==> src/rtl/multicycle_ctrl.sv <==
// Multicycle control unit: Moore FSM that sequences fetch, decode, ALU, memory and
// branch steps, with a memory-wait watchdog and a sticky trap state.
module multicycle_ctrl #(
   parameter int EN_EXT   = 1,
   parameter int WAIT_MAX = 15
) (
   input  logic        clk,
   input  logic        reset,
   input  logic [10:0] Op,
   input  logic        mem_ready,
   output logic        PCWrite,
   output logic        IRWrite,
   output logic        Reg2Loc,
   output logic        ALUSrc,
   output logic        MemtoReg,
   output logic        RegWrite,
   output logic        MemRead,
   output logic        MemWrite,
   output logic        Branch,
   output logic        BranchNZ,
   output logic        UncondBranch,
   output logic [1:0]  ALUOp,
   output logic        trap,
   output logic [1:0]  trap_cause,
   output logic [3:0]  state
);

   localparam int CW = $clog2(WAIT_MAX + 1);
   localparam logic [CW-1:0] CNT_LAST = CW'(WAIT_MAX - 1);
   localparam logic [CW-1:0] CNT_SAT  = CW'(WAIT_MAX);

   typedef enum logic [3:0] {
      S_FETCH  = 4'd0,
      S_DECODE = 4'd1,
      S_EXEC   = 4'd2,
      S_ALUWB  = 4'd3,
      S_MEMADR = 4'd4,
      S_MEMRD  = 4'd5,
      S_LDWB   = 4'd6,
      S_MEMWR  = 4'd7,
      S_BRANCH = 4'd8,
      S_TRAP   = 4'd15
   } state_t;

   typedef enum logic [2:0] {
      C_ILL, C_RTYPE, C_IMM, C_LDUR, C_STUR, C_CBZ, C_CBNZ, C_B
   } iclass_t;

   typedef struct packed {
      logic       reg2loc;
      logic       alusrc;
      logic       memtoreg;
      logic       regwrite;
      logic       memread;
      logic       memwrite;
      logic       branch;
      logic       branchnz;
      logic       uncond;
      logic       brpc;
      logic [1:0] aluop;
   } ctl_t;

   // Extension opcodes fall into the illegal class when EN_EXT is 0.
   function automatic iclass_t classify(input logic [10:0] op);
      iclass_t c;
      c = C_ILL;
      casez (op)
         11'b10001011000, 11'b11001011000,
         11'b10001010000, 11'b10101010000: c = C_RTYPE;
         11'b1001000100?, 11'b1101000100?: c = (EN_EXT != 0) ? C_IMM : C_ILL;
         11'b11111000010:                  c = C_LDUR;
         11'b11111000000:                  c = C_STUR;
         11'b10110100???:                  c = C_CBZ;
         11'b10110101???:                  c = (EN_EXT != 0) ? C_CBNZ : C_ILL;
         11'b000101?????:                  c = (EN_EXT != 0) ? C_B : C_ILL;
         default:                          c = C_ILL;
      endcase
      return c;
   endfunction

   function automatic ctl_t decode_ctl(input state_t s, input iclass_t c);
      ctl_t k;
      k = '0;
      case (s)
         S_FETCH:  k.memread = 1'b1;
         S_EXEC: begin
            k.aluop  = 2'b10;
            k.alusrc = (c == C_IMM);
         end
         S_ALUWB: begin
            k.aluop    = 2'b10;
            k.regwrite = 1'b1;
         end
         S_MEMADR: begin
            k.alusrc  = 1'b1;
            k.reg2loc = (c == C_STUR);
         end
         S_MEMRD:  k.memread = 1'b1;
         S_LDWB: begin
            k.memtoreg = 1'b1;
            k.regwrite = 1'b1;
         end
         S_MEMWR: begin
            k.memwrite = 1'b1;
            k.reg2loc  = 1'b1;
         end
         S_BRANCH: begin
            k.brpc     = 1'b1;
            k.uncond   = (c == C_B);
            k.branch   = (c == C_CBZ);
            k.branchnz = (c == C_CBNZ);
            if (c != C_B) begin
               k.reg2loc = 1'b1;
               k.aluop   = 2'b01;
            end
         end
         default:  k = '0;
      endcase
      return k;
   endfunction

   state_t        cur, nxt;
   iclass_t       cls;
   ctl_t          ctl_q;
   logic [CW-1:0] wait_cnt;
   logic          waiting, timeout;

   assign cls     = classify(Op);
   assign waiting = (cur == S_FETCH) || (cur == S_MEMRD) || (cur == S_MEMWR);
   // A ready strobe in the last allowed cycle beats the watchdog.
   assign timeout = waiting && !mem_ready && (wait_cnt == CNT_LAST);

   always_comb begin
      nxt = cur;
      case (cur)
         S_FETCH:  if (mem_ready) nxt = S_DECODE;
         S_DECODE: begin
            case (cls)
               C_RTYPE, C_IMM:     nxt = S_EXEC;
               C_LDUR, C_STUR:     nxt = S_MEMADR;
               C_CBZ, C_CBNZ, C_B: nxt = S_BRANCH;
               default:            nxt = S_TRAP;
            endcase
         end
         S_EXEC:   nxt = S_ALUWB;
         S_ALUWB:  nxt = S_FETCH;
         S_MEMADR: nxt = (cls == C_LDUR) ? S_MEMRD : S_MEMWR;
         S_MEMRD:  if (mem_ready) nxt = S_LDWB;
         S_LDWB:   nxt = S_FETCH;
         S_MEMWR:  if (mem_ready) nxt = S_FETCH;
         S_BRANCH: nxt = S_FETCH;
         S_TRAP:   nxt = S_TRAP;
         default:  nxt = S_TRAP;
      endcase
      if (timeout) nxt = S_TRAP;
   end

   // Datapath controls are registered from the next state so they line up with it.
   always_ff @(posedge clk) begin
      if (reset) begin
         cur        <= S_FETCH;
         wait_cnt   <= '0;
         trap       <= 1'b0;
         trap_cause <= 2'b00;
         ctl_q      <= decode_ctl(S_FETCH, C_ILL);
      end else begin
         cur   <= nxt;
         ctl_q <= decode_ctl(nxt, cls);
         trap  <= (nxt == S_TRAP);
         if ((nxt == S_TRAP) && (cur != S_TRAP))
            trap_cause <= timeout ? 2'b10 : 2'b01;
         if (((nxt == S_FETCH) || (nxt == S_MEMRD) || (nxt == S_MEMWR)) && (nxt != cur))
            wait_cnt <= '0;
         else if (waiting && !mem_ready && (wait_cnt != CNT_SAT))
            wait_cnt <= wait_cnt + 1'b1;
      end
   end

   assign state        = cur;
   assign IRWrite      = !reset && (cur == S_FETCH) && mem_ready;
   assign PCWrite      = !reset && (((cur == S_FETCH) && mem_ready) || ctl_q.brpc);
   assign Reg2Loc      = ctl_q.reg2loc;
   assign ALUSrc       = ctl_q.alusrc;
   assign MemtoReg     = ctl_q.memtoreg;
   assign RegWrite     = ctl_q.regwrite;
   assign MemRead      = ctl_q.memread;
   assign MemWrite     = ctl_q.memwrite;
   assign Branch       = ctl_q.branch;
   assign BranchNZ     = ctl_q.branchnz;
   assign UncondBranch = ctl_q.uncond;
   assign ALUOp        = ctl_q.aluop;

endmodule

==> config.mk <==
export PLATFORM = sky130hd
export DESIGN_NAME = multicycle_ctrl
export DESIGN_NICKNAME = d
export VERILOG_FILES = /design/src/rtl/multicycle_ctrl.sv
export SDC_FILE = /design/constraint.sdc
export NUM_CORES = 1
export LEC_CHECK = 0
export CORE_UTILIZATION = 50
export CTS_BUF_LIST = sky130_fd_sc_hd__clkbuf_8 sky130_fd_sc_hd__clkbuf_16
export DETAILED_ROUTE_END_ITERATION = 6
export PLACE_DENSITY = 0.77
export RECOVER_POWER = 50
export SLEW_MARGIN = 10
export SYNTH_ARGS = -nofsm -noshare
export SYNTH_HDL_FRONTEND = slang
export SYNTH_SLANG_ARGS = --single-unit
==> constraint.sdc <==
create_clock -name clk -period 2.65 [get_ports clk]
set_clock_uncertainty 0.1 [all_clocks]
set_input_delay 0.3975 -clock clk [delete_from_list [all_inputs] [get_ports clk]]
set_output_delay 0.3975 -clock clk [all_outputs]
set_load 0.01 [all_outputs]
==> metrics.md, run 1 <==
| Metric | Value |
|---|---|
| Clock root buffer | `sky130_fd_sc_hd__clkbuf_8` |
| Pwr/cell area | `1020 nW/um^2` |
| Fmax | `0.388 GHz` |
| Standby leakage power | `0.838 nW` |
| Most area-consuming cells after synthesis | `sky130_fd_sc_hd__dfxtp_1 (31%), sky130_fd_sc_hd__nor2_1 (4.5%), sky130_fd_sc_hd__xnor2_1 (3.5%), sky130_fd_sc_hd__nand2_1 (2.7%), sky130_fd_sc_hd__o21ai_0 (2.3%)` |
| Wire length of the first global-routing pass | `7060 um` |
| Die extent in x | `56.9 um` |
| Total via count after detailed routing | `1,612` |
| Critical Path Start Type | `input port` |
| DR vias/cell | `6.08` |
| Final core area utilization | `75.4%` |
| Part of the cycle the worst path needs | `97.3%` |
| Boundary pin count | `34` |
| Status | `finished, violations left` |
| Num rows | `19` |
| Fin area | `2110 sq um` |
| Detailed Routing Iterations Pass 1 | `7` |
| Maximum number of pins on one net before global-route repair | `16` |
| Type of element capturing the critical path | `flip-flop` |
| # hold bufs at CTS | `0` |
| Number of warning messages in the yosys log | `0` |
| Total CTS buffers | `3` |
| Gp weighted congestion | `0.868` |
| Post-synth top area share | `30.6%` |
| Critical path data required time | `2.74 ns` |
| WP data arrival | `2.67 ns` |
| CP max FO | `6` |
| Post-detailed-route count of antenna-violating nets | `0` |
| Final period demand of the worst path | `2.58 ns` |
| Final Total Pwr | `2.17 mW` |
| Max Cap Viol | `0` |
| Number of antenna violations at the first check in global routing | `0` |
| Post-Synthesis Cell Area | `1510 sq um` |
| Global router's overall resource usage | `27.8%` |
| Synth Net Count | `195` |
| Congestion Overflow GR | `0` |
| # diodes | `0` |
| Clock slew at the register clock pins of the worst setup and hold paths | `0.08 ns` |
| Detailed-route DRC error count | `7` |
| Routed length per placed instance | `16.4 um` |
| Fill cell instance count of the final layout | `227` |
| Die height | `56.9 um` |
| Worst ir drop on vdd | `504 uV` |
| Post-Route WL | `4350 um` |
| Cell area after placement | `2040 sq um` |
| HPWL reported at the end of detailed placement | `3280 um` |
| TritonCTS clock tree | `done` |
| Worst-case headroom to the max-slew limit | `67.9%` |
| Hold crit path type | `flip-flop to flip-flop` |
| Number of setup violations in the final report | `0` |
| Core box area | `2810 sq um` |
| Synthesized flop and latch total | `23` |
| Ratio of cells with drive above 1 in the final layout | `21.8%` |
| Clock net sink count | `23` |
| Final-report max-slew violation count | `0` |
| Count of buffers from port buffering | `33` |
| Transition time at the pin with the least slew margin | `0.477 ns` |
| Average cell area after synthesis | `8.42 sq um` |
| Async SR Flop Fraction | `0%` |
| Gate count of the mapped netlist | `179` |
| Number of buffers on the longest clock path | `2` |
| Number of different library cells in the post-synthesis netlist | `58` |
| Top cell type by total area after synthesis | `sky130_fd_sc_hd__dfxtp_1` |
| Clock insertion delay at the later pin of the skew report | `0.26 ns` |
| Area growth from synthesis to layout | `40.4%` |
| Count of non-filler cells in the finished layout | `265` |
| Number of placed cells counting well taps | `261` |
| Effective utilization at floorplan | `53.7%` |
| Failing checks | `DRC` |
| Seq/Total Area, Yosys | `30.6%` |
| Number of flops mapped to enable cells by yosys | `0` |
| Most numerous cell in the Yosys netlist | `sky130_fd_sc_hd__dfxtp_1` |
| Maximum level of the CTS H-tree | `1` |
| Synth top cells by count | `sky130_fd_sc_hd__dfxtp_1 (23), sky130_fd_sc_hd__nor2_1 (18), sky130_fd_sc_hd__nand2_1 (11)` |
| Full die area | `3240 sq um` |
| Number of global-route vias before repair | `1,501` |
| Count of endpoints failing hold in the final timing report | `0` |
| Final-stage net count | `251` |
| Top_reg_cell synth | `sky130_fd_sc_hd__dfxtp_1` |
| Crit path kind | `input port to flip-flop` |
| Initial drt markers | `96` |
## per-stage QoR
| step | setup WS, ns | hold WS (ns) | setup TNS (ns) |
|---|---|---|---|
| floorplan | 0.377 | 0.383 | 0 |
| global placement | -0.149 | 0.349 | -1.00 |
| detailed placement | -0.310 | 0.355 | -2.34 |
| CTS | 0.0202 | 0.369 | 0 |
| global route | -0.00795 | 0.398 | -0.00795 |
| finish | 0.0727 | 0.361 | 0 |
## timing repair
item                       in CTS  in global routing
pin swaps                       0                  5
resized for setup               1                  6
setup endpoints to repair       4                  5
setup buffers                   0                  0
## per-layer routing
layer	vias up	routed length (um)	track usage, %
met2	80	2110	45.4
met5	-	0	0
met4	0	85	11.5
met3	10	305	3.00
li1	779	-	-
met1	743	1840	37.2
## area by class of cell
| type | instances | area [sq um] | share of cell area, % |
|---|---|---|---|
| clock buffer | 3 | 41.3 | 1.95 |
| sequential | 23 | 460 | 21.8 |
| clock inverter | 1 | 3.75 | 0.178 |
| timing repair buffer | 61 | 541 | 25.6 |
| multi-input combinational | 137 | 996 | 47.1 |
| tap | 31 | 38.8 | 1.83 |
| inverter | 9 | 33.8 | 1.60 |
## state kept, by name, summed over array words and instances (netlist names), 2 cells and up
signal / cells
state: 4
ALUOp: 2
wait_cnt: 4
trap_cause: 2
## layout by cell type (no fill, tap or decap), drive strengths merged, types with 3 or more instances in the layout
master / count
dlygate4sd3: 18
a21oi: 7
o21a: 4
nand3: 6
nor2: 18
dfxtp: 23
xnor2: 6
and3: 3
nand2b: 4
nor4: 5
or4: 3
o32ai: 4
nand4: 4
inv: 10
nor3: 4
o21ai: 9
clkdlybuf4s50: 15
or2: 4
o211ai: 3
clkbuf: 3
nand2: 11
buf: 28
## report_power, final
part	leakage, nW	internal [mW]	switching (mW)	total, mW
Clock	0.0269	0.104	0.117	0.220
Combinational	0.624	0.689	0.744	1.43
Sequential	0.187	0.427	0.0857	0.512
## path summary, 6_finish.rpt
check	startpoint	endpoint	slack, ns	cells after the start
max	Op[6]	Reg2Loc	0.07	9
min	trap_cause[1]	trap_cause[1]	0.36	2
max reg2reg	state[1]	wait_cnt[3]	0.26	6
min reg2reg	trap_cause[1]	trap_cause[1]	0.36	2
## logic make-up (layout without fill, tap and decap cells)
kind of cell | Yosys count | in the layout | share of synthesized area (%)
XOR/XNOR | 6 | 6 | 3.49
adder cells (fa/ha/maj) | 2 | 2 | 1.66
AND/OR/NAND/NOR | 82 | 82 | 35.1
AO/OA/AOI/OAI | 44 | 44 | 21.5
multiplexers | 3 | 3 | 2.08
buffers and inverters | 19 | 74 | 5.56
flip-flops | 23 | 23 | 30.6
## worst max-delay path, cell delays in order
cell                              delay [ns]
sky130_fd_sc_hd__clkdlybuf4s50_1        0.46
sky130_fd_sc_hd__buf_4                  0.16
sky130_fd_sc_hd__nor3b_2                0.30
sky130_fd_sc_hd__nand2_1                0.21
sky130_fd_sc_hd__o221ai_1               0.25
sky130_fd_sc_hd__buf_4                  0.19
sky130_fd_sc_hd__nor2_1                 0.06
sky130_fd_sc_hd__a2111o_1               0.44
sky130_fd_sc_hd__o22ai_1                0.19
No activity file was read; power rests on OpenSTA's default activity.
==> run 2, diff against run 1 <==
--- a/config.mk
+++ b/config.mk
@@ -5,6 +5,8 @@
 export SDC_FILE = /design/constraint.sdc
 export NUM_CORES = 1
 export LEC_CHECK = 0
+export ABC_CLOCK_PERIOD_IN_PS = 2650
+export CAP_MARGIN = 20
 export CORE_UTILIZATION = 50
 export CTS_BUF_LIST = sky130_fd_sc_hd__clkbuf_8 sky130_fd_sc_hd__clkbuf_16
 export DETAILED_ROUTE_END_ITERATION = 6
==> results of run 2 <==
Same layout as run 1: the final DEF is identical, and so are final timing and power.
